**src/rtl/tl_arbiter.sv**
```systemverilog
// Round-robin TileLink-UL A-channel arbiter with source-ID widening and D-channel return routing.
// Build option: define TL_ARB_FIXED_PRIO_EN for fixed priority, where the lowest eligible index wins.
//
// state  | meaning
// IDLE   | grant follows the eligible requests combinationally
// LOCKED | A beat stalled downstream; grant held on lock_idx until handshake
module tl_arbiter #(
    parameter int NUM_MASTERS     = 2,
    parameter int XLEN            = 32,
    parameter int SID_WIDTH       = 2,
    parameter int MAX_OUTSTANDING = 4
) (
    input  logic                                clk,
    input  logic                                reset,
    input  logic [NUM_MASTERS-1:0]              m_a_valid,
    output logic [NUM_MASTERS-1:0]              m_a_ready,
    input  logic [NUM_MASTERS*3-1:0]            m_a_opcode,
    input  logic [NUM_MASTERS*3-1:0]            m_a_param,
    input  logic [NUM_MASTERS*3-1:0]            m_a_size,
    input  logic [NUM_MASTERS*SID_WIDTH-1:0]    m_a_source,
    input  logic [NUM_MASTERS*XLEN-1:0]         m_a_address,
    input  logic [NUM_MASTERS*(XLEN/8)-1:0]     m_a_mask,
    input  logic [NUM_MASTERS*XLEN-1:0]         m_a_data,
    output logic [NUM_MASTERS-1:0]              m_d_valid,
    input  logic [NUM_MASTERS-1:0]              m_d_ready,
    output logic [2:0]                          m_d_opcode,
    output logic [1:0]                          m_d_param,
    output logic [2:0]                          m_d_size,
    output logic [SID_WIDTH-1:0]                m_d_source,
    output logic [XLEN-1:0]                     m_d_data,
    output logic                                m_d_corrupt,
    output logic                                m_d_denied,
    output logic                                s_a_valid,
    input  logic                                s_a_ready,
    output logic [2:0]                          s_a_opcode,
    output logic [2:0]                          s_a_param,
    output logic [2:0]                          s_a_size,
    output logic [SID_WIDTH+$clog2(NUM_MASTERS)-1:0] s_a_source,
    output logic [XLEN-1:0]                     s_a_address,
    output logic [XLEN/8-1:0]                   s_a_mask,
    output logic [XLEN-1:0]                     s_a_data,
    input  logic                                s_d_valid,
    output logic                                s_d_ready,
    input  logic [2:0]                          s_d_opcode,
    input  logic [1:0]                          s_d_param,
    input  logic [2:0]                          s_d_size,
    input  logic [SID_WIDTH+$clog2(NUM_MASTERS)-1:0] s_d_source,
    input  logic [XLEN-1:0]                     s_d_data,
    input  logic                                s_d_corrupt,
    input  logic                                s_d_denied
);
    localparam int IDX_W = $clog2(NUM_MASTERS);
    localparam int MW    = XLEN / 8;

    typedef enum logic {IDLE, LOCKED} state_t;

    state_t               state;
    logic [IDX_W-1:0]     lock_idx;
    logic [IDX_W-1:0]     grant;
    logic [IDX_W-1:0]     d_idx;
    logic                 d_in_range;
    logic                 any_elig;
    logic                 a_hs;
    logic                 d_hs;
    logic [NUM_MASTERS-1:0] eligible;
    logic [NUM_MASTERS-1:0] cnt_inc;
    logic [NUM_MASTERS-1:0] cnt_dec;
    logic [3:0]           out_cnt [NUM_MASTERS];
`ifndef TL_ARB_FIXED_PRIO_EN
    logic [IDX_W-1:0]     rr_ptr;
`endif

    always_comb begin
        for (int i = 0; i < NUM_MASTERS; i++) begin
            eligible[i] = m_a_valid[i] && (out_cnt[i] < 4'(MAX_OUTSTANDING));
        end
    end

    // Scan downwards so the last hit is the highest-priority candidate.
    always_comb begin
        int cand;
        cand     = 0;
        grant    = '0;
        any_elig = 1'b0;
        for (int k = NUM_MASTERS - 1; k >= 0; k--) begin
`ifdef TL_ARB_FIXED_PRIO_EN
            cand = k;
`else
            cand = int'(rr_ptr) + k;
            if (cand >= NUM_MASTERS) cand = cand - NUM_MASTERS;
`endif
            if (eligible[cand[IDX_W-1:0]]) begin
                grant    = cand[IDX_W-1:0];
                any_elig = 1'b1;
            end
        end
        if (state == LOCKED) grant = lock_idx;
    end

    assign s_a_valid   = !reset && ((state == LOCKED) || any_elig);
    assign a_hs        = s_a_valid && s_a_ready;
    assign s_a_opcode  = m_a_opcode[3*grant +: 3];
    assign s_a_param   = m_a_param[3*grant +: 3];
    assign s_a_size    = m_a_size[3*grant +: 3];
    assign s_a_source  = {grant, m_a_source[SID_WIDTH*grant +: SID_WIDTH]};
    assign s_a_address = m_a_address[XLEN*grant +: XLEN];
    assign s_a_mask    = m_a_mask[MW*grant +: MW];
    assign s_a_data    = m_a_data[XLEN*grant +: XLEN];

    assign d_idx       = s_d_source[SID_WIDTH+IDX_W-1:SID_WIDTH];
    assign d_in_range  = int'(d_idx) < NUM_MASTERS;
    assign m_d_opcode  = s_d_opcode;
    assign m_d_param   = s_d_param;
    assign m_d_size    = s_d_size;
    assign m_d_source  = s_d_source[SID_WIDTH-1:0];
    assign m_d_data    = s_d_data;
    assign m_d_corrupt = s_d_corrupt;
    assign m_d_denied  = s_d_denied;

    // Beats for a non-existent requester are accepted and discarded.
    always_comb begin
        m_d_valid = '0;
        s_d_ready = 1'b0;
        if (!reset) begin
            if (d_in_range) begin
                m_d_valid[d_idx] = s_d_valid;
                s_d_ready        = m_d_ready[d_idx];
            end else begin
                s_d_ready = 1'b1;
            end
        end
    end

    assign d_hs = s_d_valid && s_d_ready && d_in_range;

    always_comb begin
        for (int i = 0; i < NUM_MASTERS; i++) begin
            m_a_ready[i] = a_hs && (grant == IDX_W'(i));
            cnt_inc[i]   = a_hs && (grant == IDX_W'(i));
            cnt_dec[i]   = d_hs && (d_idx == IDX_W'(i)) && (out_cnt[i] != 4'd0);
        end
    end

    always_ff @(posedge clk) begin
        if (reset) begin
            state    <= IDLE;
            lock_idx <= '0;
`ifndef TL_ARB_FIXED_PRIO_EN
            rr_ptr   <= '0;
`endif
            for (int i = 0; i < NUM_MASTERS; i++) out_cnt[i] <= 4'd0;
        end else begin
            case (state)
                IDLE: begin
                    if (s_a_valid && !s_a_ready) begin
                        state    <= LOCKED;
                        lock_idx <= grant;
                    end
                end
                LOCKED: begin
                    if (s_a_ready) state <= IDLE;
                end
                default: state <= IDLE;
            endcase
`ifndef TL_ARB_FIXED_PRIO_EN
            if (a_hs) begin
                rr_ptr <= (int'(grant) == NUM_MASTERS - 1) ? '0 : grant + 1'b1;
            end
`endif
            for (int i = 0; i < NUM_MASTERS; i++) begin
                if (cnt_inc[i] && !cnt_dec[i]) out_cnt[i] <= out_cnt[i] + 4'd1;
                else if (cnt_dec[i] && !cnt_inc[i]) out_cnt[i] <= out_cnt[i] - 4'd1;
            end
        end
    end

endmodule
```
**config.mk**
```make
export PLATFORM = sky130hd
export DESIGN_NAME = tl_arbiter
export DESIGN_NICKNAME = d
export VERILOG_FILES = /design/src/rtl/tl_arbiter.sv
export SDC_FILE = /design/constraint.sdc
export NUM_CORES = 1
export LEC_CHECK = 0
export ABC_AREA = 0
export CAP_MARGIN = 20
export CORE_AREA = 8 8 126 128
export DETAILED_ROUTE_END_ITERATION = 8
export DIE_AREA = 0 0 134 136
export MAX_ROUTING_LAYER = met4
export PLACE_DENSITY = 0.58
export SETUP_SLACK_MARGIN = 0.15
export SLEW_MARGIN = 20
export SYNTH_ARGS = -nofsm -noshare
export SYNTH_HDL_FRONTEND = slang
export SYNTH_SLANG_ARGS = --single-unit
```
**constraint.sdc**
```tcl
create_clock -name clk -period 4.3 [get_ports clk]
set_input_delay 1.29 -clock clk [delete_from_list [all_inputs] [get_ports clk]]
set_output_delay 1.29 -clock clk [all_outputs]
set_load 0.05 [all_outputs]
```
======== Yosys cells after proc, flatten, opt, wreduce, memory -nomap -nowiden ========
Memories as Yosys holds them, arrays and structs flattened.
Index checks and enable logic that the tools add are counted.
W data, S select, Z words.
word-level totals
  bits of input ports ..................... 211
  output and inout bits ................... 130
  flip-flop bits (word level) ............. 3
  memory bits (writable) .................. 8
  word-level logic and storage cells ...... 104
  memories kept ........................... 1
operators by class
  $lt $le $gt $ge ......................... 8
  reduce and logical (&&, ||, !) cells .... 27
  add/subtract/negate cells ............... 8
  bitwise gates (word level) .............. 8
  $mul .................................... 1
  muxes and demuxes ....................... 41
  shift operators ......................... 7
memories
  memory   depth  bits a word  read ports  clocked after Yosys merged registers in  wr ports  RTL line  text
  out_cnt  2      4            2           0                                        2         68        logic [3:0] out_cnt [NUM_MASTERS];
operators with widths
  kind                   count
  $shiftx A64 B7 Y32     2
  $mux W1                34
  $shiftx A6 B4 Y3       3
  $logic_and A1 B1 Y1    17
  $mux W4                4
  $add A4 B1 Y4 const B  2
  $lt A4 B3 Y1 const B   2
  $reduce_bool A4 Y1     2
  $shiftx A8 B4 Y4       1
  $sub A4 B1 Y4 const B  2
  $logic_not A1 Y1       6
  $lt A1 B2 Y1 const B   3
  $or A1 B1 Y1           4
  $shiftx A4 B3 Y2       1
  $mul A2 B1 Y3 const A  1
  $not A1 Y1             3
  $add A1 B1 Y2 const B  1
  $and A2 B2 Y2          1
  $ge A1 B2 Y1 const B   1
  $ge A2 B2 Y1 const B   1
  $mux W2                1
  $pmux W1 S2            1
  $reduce_and A2 Y1      1
  $sub A1 B1 Y1 const B  2
  4 further kinds        4

======== Longest topological paths before layout ========
  depth in word-level cells ............... 18
  depth in mapped cells ................... 11
  gate-level depth less buffers ........... 10

======== Least setup slack after synthesis ========
OpenSTA, ideal clock, no wires.
  path type ............................... in2reg
  start ................................... in m_a_valid[0]
  end ..................................... mem out_cnt[0][3] (data pin)
  data arrival time ....................... 4,056 ps
  library setup time ...................... 255 ps
  path slack .............................. -11 ps
  cell stages on the path ................. 10
  path buffers ............................ 0
  required time ........................... 4,045 ps
  cell sequence ........................... or3b_1 -> a311o_1 -> a21oi_1 -> nor2_1 -> ha_1 -> a21o_1 -> a21oi_1 -> xnor2_1 -> xnor2_1 -> nor2_1
RTL lines
  item             RTL line  text
  start, declared  15        input logic [NUM_MASTERS-1:0] m_a_valid,
  end, declared    68

======== Final worst setup path ========
  start ................................... in m_a_valid[1]
  end ..................................... out s_a_data[25]
on the way
  word-level cells in the longest chain between the ends .. 7
  elaborated cells between the ends (all ways) .. 9
  those cells by class .................... shift: 1; mux: 7; reduce/logical: 1
RTL lines
  item                                         RTL line  text
  $logic_and A1 B1 Y1 (*)                      75        eligible[i] = m_a_valid[i] && (out_cnt[i] < 4'(MAX_OUTSTANDING));
  $mux W1 (not written as such) (2 in series)  92        if (eligible[cand[IDX_W-1:0]]) begin
  $mux W1                                      92
  $mux W1 (*)                                  92
  $mux W1 (*)                                  97        if (state == LOCKED) grant = lock_idx;
  $shiftx A64 B7 Y32 (*)                       108       assign s_a_data = m_a_data[XLEN*grant +: XLEN];
  end, declared                                41        output logic [XLEN-1:0] s_a_data,
Mark *: on every way between the ends. The rest lies on a longest branch, timed or not. The select of a mux whose other input is x is not followed.

==> run metrics <==
Fill cells 1374; Worst EP required 3010 ps; Worst Setup Slack post-DPL -370 ps; largest voltage drop on the vdd net 120 uV; CP endpoint kind output pin; global-route wire length before repair 17800 um; latest clock arrival within the worst-skew pair 240 ps; final cycle utilization of the critical path 99.5%; Crit Path Category input pin to output pin; drt wl/cell 20.9 um; netlist area before placement 0.00220 mm^2; first-pass detailed-route iteration total 4; max-slew violation total from the final report 0; min setup slack post-route 21.0 ps; hold buffer count at CTS 0; clock period minus worst slack 4280 ps; number of placement rows 44; worst hold path class register to register; number of remaining DRC errors 0; WP data arrival 2990 ps; RSZ-0062 raised after global routing yes; GRT Total Usage 13.0%; count of nets left with antenna violations after detail routing 0; portion of the post-synthesis area used by sequential elements 13.7%; peak clock frequency supported by timing 234 MHz; H-tree Lvls 1; sw power 584 uW; I/O pin count 341; number of nets in the finished design 671; overall die height 136 um; flip-flop cell with the highest count after synthesis sky130_fd_sc_hd__edfxtp_1; clk_skew 3.85 ps; Avg Inst Size Synth 9.64 um^2; portion of synthesized cell area occupied by the leading cell type 30.2%; area of combinational cells with multiple inputs 0.00176 mm^2; clock net sink count 11; register share of total power 10.1%; CTS tree done; initial antenna violation count 1; mean number of vias per cell 4.17; clock input transition at the sequential cells of the worst setup and hold paths 40 ps; area enclosed by the die boundary 0.0182 mm^2; startpoint class of the critical path input pin; worst hold slack across all endpoints 524 ps; total routed wirelength 13400 um; CTS max path bufs 2; total via count after detailed routing 2665; static leakage power 2.43 nW; number of buffers inserted during clock tree synthesis 3; Std-Cell Core Area 0.0140 mm^2; Ys Warns 0; P&R area growth vs syn 163%; result of the run finished, final reports clean; final-layout setup total negative slack 0 ps; crit path max fanout 5; fraction of power spent switching nets 41.8%; count of flip-flops with a built-in enable after synthesis 8; via count of the first global-routing pass 2969; global placer's final weighted congestion 0.910; CTS root buffer sky130_fd_sc_hd__clkbuf_16; synthesized flop and latch total 11; GRT Residual Overflow 0; Port Buf Inserts 252; Synth Instances 228; top cells by area in the synthesized netlist sky130_fd_sc_hd__mux2_2, sky130_fd_sc_hd__buf_4, sky130_fd_sc_hd__edfxtp_1; final setup violation count 0; initial core utilization 15.7%; cell type with the highest aggregate area in the netlist sky130_fd_sc_hd__mux2_2; Worst Tran Pin Value 427 ps; synth unique cells 49; sequential standard cell area 300 um^2; number of violations of the max-capacitance limit 0; Power Total 1.40 mW; power per cell area 242 mW/mm^2; worst relative slew slack 71.5%; die width 134 um; cell area after layout 0.00577 mm^2; largest net degree at the start of global routing 42; net count after synthesis 444; number of failing hold endpoints at the final stage 0; fraction of final layout cells sized beyond drive strength 1 46.9%; cell-internal power 813 uW; part of the power in the clock network 12.4%; initial detailed-routing violation count 100; half-perimeter wire length after placement 10800 um; share of total power in combinational logic 77.4%; Async S/R FF share, synth 0%; post-place instance area 0.00453 mm^2
[cell families after synthesis]
| kind of cell | share of synthesized area, % |
|---|---|
| adders and majority gates | 3.19 |
| xor gates and xnor gates | 1.20 |
| muxes | 40.5 |
| DFF | 13.7 |
| AOI/OAI and AO/OA | 10.6 |
| and+or+nand+nor | 11.0 |
| buffers and inverters | 19.8 |
[layout make-up]
cell class	count	area share, %
Timing Repair Buffer	278	58.4
Multi-Input combinational cell	153	30.4
Sequential cell	11	5.20
Tap cell	184	3.99
Clock buffer	3	1.30
Inverter	8	0.520
Clock inverter	1	0.0867
Antenna cell	1	0.0433
[registers in the layout (all words and copies together), names as in the netlist]
| register | flops |
|---|---|
| lock_idx | 1 |
| out_cnt | 8 |
| rr_ptr | 1 |
| state | 1 |
[cell usage after synthesis, drive strengths merged (2+ instances only)]
library cell	n
mux2	79
buf	56
nor2	13
a21oi	10
edfxtp	8
inv	8
nand2	6
a211oi	4
ha	4
a21o	3
dfxtp	3
nand2b	3
a211o	2
nor4	2
o21ai	2
o31ai	2
or3b	2
xnor2	2
[worst paths after layout]
check                                   start                          end  slack (ps)  depth (start not counted)
setup reg to reg  out_cnt[0][2]$_SDFFCE_PN0P_  out_cnt[0][3]$_SDFFCE_PN0P_        1310                         11
hold / removal          lock_idx$_SDFFE_PP0P_        lock_idx$_SDFFE_PP0P_         520                          2
hold reg to reg         lock_idx$_SDFFE_PP0P_        lock_idx$_SDFFE_PP0P_         520                          2
setup / recovery                 m_a_valid[1]                 s_a_data[25]          20                          9
[cells in the final DEF (no fill, tap or decap), drive strengths merged, types with 4 or more instances in the layout]
master and instances:
a211oi 4, a21oi 10, buf 109, clkbuf 7
clkdlybuf4s50 164, edfxtp 8, ha 4, inv 8
mux2 79, nand2 6, nor2 13
[what timing repair did]
| item | 4_1_cts | 5_1_grt |
|---|---|---|
| gates resized for setup | 37 | 206 |
| pin swaps | 0 | 1 |
| endpoints found under the setup margin | 83 | 76 |
| cloned | 3 | 5 |
| setup buffers | 4 | 7 |
[critical path: stages]
cell and delay [ps]:
sky130_fd_sc_hd__buf_6 70, sky130_fd_sc_hd__or3b_4 390, sky130_fd_sc_hd__o31ai_4 260, sky130_fd_sc_hd__buf_6 190
sky130_fd_sc_hd__buf_6 110, sky130_fd_sc_hd__buf_6 90, sky130_fd_sc_hd__buf_16 110, sky130_fd_sc_hd__mux2_4 310
sky130_fd_sc_hd__buf_8 150
[stage by stage]
step | utilization, % | cells
5_1_grt | 41.1 | 639
3_3_place_gp | 32.3 | 615
6_report | 41.1 | 639
3_5_place_dp | 32.3 | 615
2_1_floorplan | - | 228
4_1_cts | 34.6 | 626
[power by group through the flow]
stage | Sequential (mW) | Combinational, mW | Clock, mW
6_report | 0.142 | 1.08 | 0.174
5_1_grt | 0.143 | 1.12 | 0.182
4_1_cts | 0.141 | 0.884 | 0.176
3_5_place_dp | 0.142 | 0.824 | 0
3_3_place_gp | 0.141 | 0.821 | 0
2_1_floorplan | 0.138 | 0.598 | 0
[metal layers]
layer	vias up	share of wire, %	GRT usage, %
met1	1272	38	14.0
met2	150	52	22.3
met3	15	8.2	5.03
li1	1228	-	-
met5	-	0	-
met4	0	1.8	2.43
No activity file was read; power rests on OpenSTA's default activity.
==> patch: new RTL, same flow settings <==
Reset style: asynchronous (`reset`), changed in one clocked block.
--- a/src/rtl/tl_arbiter.sv
+++ b/src/rtl/tl_arbiter.sv
@@ -141,7 +141,7 @@
         end
     end
 
-    always_ff @(posedge clk) begin
+    always_ff @(posedge clk or posedge reset) begin
         if (reset) begin
             state    <= IDLE;
             lock_idx <= '0;
Function: differs if reset is asserted again (counterexample within 4 cycles, from zero or initial values and one cycle with reset high); with reset held inactive, the same outputs for 4 cycles.
==> patch against the unedited design <==
Worst hold slack worse by 0.024 ns. Synthesized cell count down 3.9%. Register-to-register slack worse by 0.22 ns. Area after synthesis is 13% higher. Wire length fell by 4.8%. Sequential cell count is the same. Critical path depth did not move. Design area decreased by 3.2%. Sequential share of layout area decreased by 0.27 points. Count of clock-buffer cells in the layout grew 1. First-iteration DRC count fell by 39%. Worst setup slack improved by 0.060 ns. Highest routed layer unchanged.
Power is not compared: it rests on default switching activity, and its combinational part moved more than twofold at a synthesized area within 25%.
==> patch: results (changes against the unedited design) <==
Logic synthesis
  • Commonest cells post-synth: 60 x mux2_4, 46 x buf_4, 15 x mux2_2
  • Main synth FF type: dfrtp_1
  • Area contributors post-synth: mux2_4 36%, buf_4 14%, dfrtp_1 11%
  • Syn Nets: 438 (-1.4%)
  • Avg Cell Area, Syn: 11.3 sq um (+17%)
  • Post-synthesis sequential area ratio: 11.1% (-2.5 points)

Worst setup path
  • Worst Reg-to-Reg Cells: 14 (+3)
  • Worst-path maximum fanout: 6 (+1)
  • R2r setup slk: 1.09 ns (-0.22 ns)
  • R2r startpoint: out_cnt[2]
  • Worst endpoint data arrival time: 2.93 ns (-0.06 ns)
  • R2R Path End: out_cnt[3]
  • Setup crit end: s_a_address[31]

Hold path
  • Min-delay src: lock_idx
  • Hold depth: 1 (-1)
  • Hold path endpoint: lock_idx

Route
  • DR vias: 2,658 (-0.26%)
  • DRT iter0 DRCs: 61 (-39%)
  • Metal3 WL: 1450 um (+32%)
  • Met1 WL: 4960 um (-2.2%)

Status
  • Status: complete, no violations

Global routing
  • Total track usage: 13.1% (+0.092 points)
  • Vias in the first global route: 2,773 (-6.6%)
  • GR Layer Usage met2: 21.9% (-0.39 points)
  • GRT met1 Usage: 14.7% (+0.69 points)
  • First-pass GRT wire length: 17,900 um (+0.93%)
  • Initial antenna violation count: 0 (-1)
  • Largest net degree at the start of global routing: 13 (-69%)
  • GR Util met3: 5.69% (+0.67 points)

Layout
  • ANT cells: 0 (-1)
  • # clk buffers: 4 (+1)
  • Multi-input gates: 148 (-3.3%)
  • Non-clock inverters: 4 (-4)
  • Repair and plain buffers: 290 (+4.3%)
  • Layout cell share with drive strength beyond 1: 47.0% (+0.13 points)
  • Non-clock buffering overhead: 58.2% (-0.27 points)
  • Reg area: 275 sq um (-8.3%)
  • Fillers: 1,386 (+0.87%)

STA
  • Clock skew: 0.00120 ns (-0.00265 ns)

Placed design
  • DP HPWL: 10,500 um (-2.2%)
  • Placed cells: 620 (+0.81%)
  • Post-DP Area: 4790 sq um (+5.8%)
  • Gpl congestion: 0.842 (-7.4%)

Clocking
  • CTS resizes: 102 (+180%)
[patch: changes by cell type after synthesis, moves of 8 or more]
cell / change
mux2_1: -14
mux2_2: -44
buf_2: -9
nor2_1: -9
dfrtp_1: +11
mux2_4: +60
edfxtp_1: -8
[patch: through the flow]
stage	worst slack, ns	utilization [%]	setup TNS [ns]
floorplan	0.122	-	0
global placement	-0.313	34.1	-21.51
detailed placement	-0.311	34.1	-21.53
CTS	0.0251	39.3	0
global route	0.0472	39.8	0
finish	0.0812	39.8	0
[patch: worst max-delay path: cells and delay by family]
kind                   cells  cell delay, ns
buffers and inverters      6            0.73
multiplexers               1            0.31
AO/OA/AOI/OAI              1            0.20
AND/OR/NAND/NOR            1            0.39
[patch: logic make-up after synthesis]
| logic type | Yosys count | share of synthesized area, % |
|---|---|---|
| mux | 85 | 47.6 |
| buf+inv | 60 | 21.1 |
| simple gates | 37 | 9.41 |
| compound gates | 14 | 4.65 |
| flops | 11 | 11.1 |
| fa+ha+maj | 8 | 4.65 |
| xor+xnor | 4 | 1.42 |
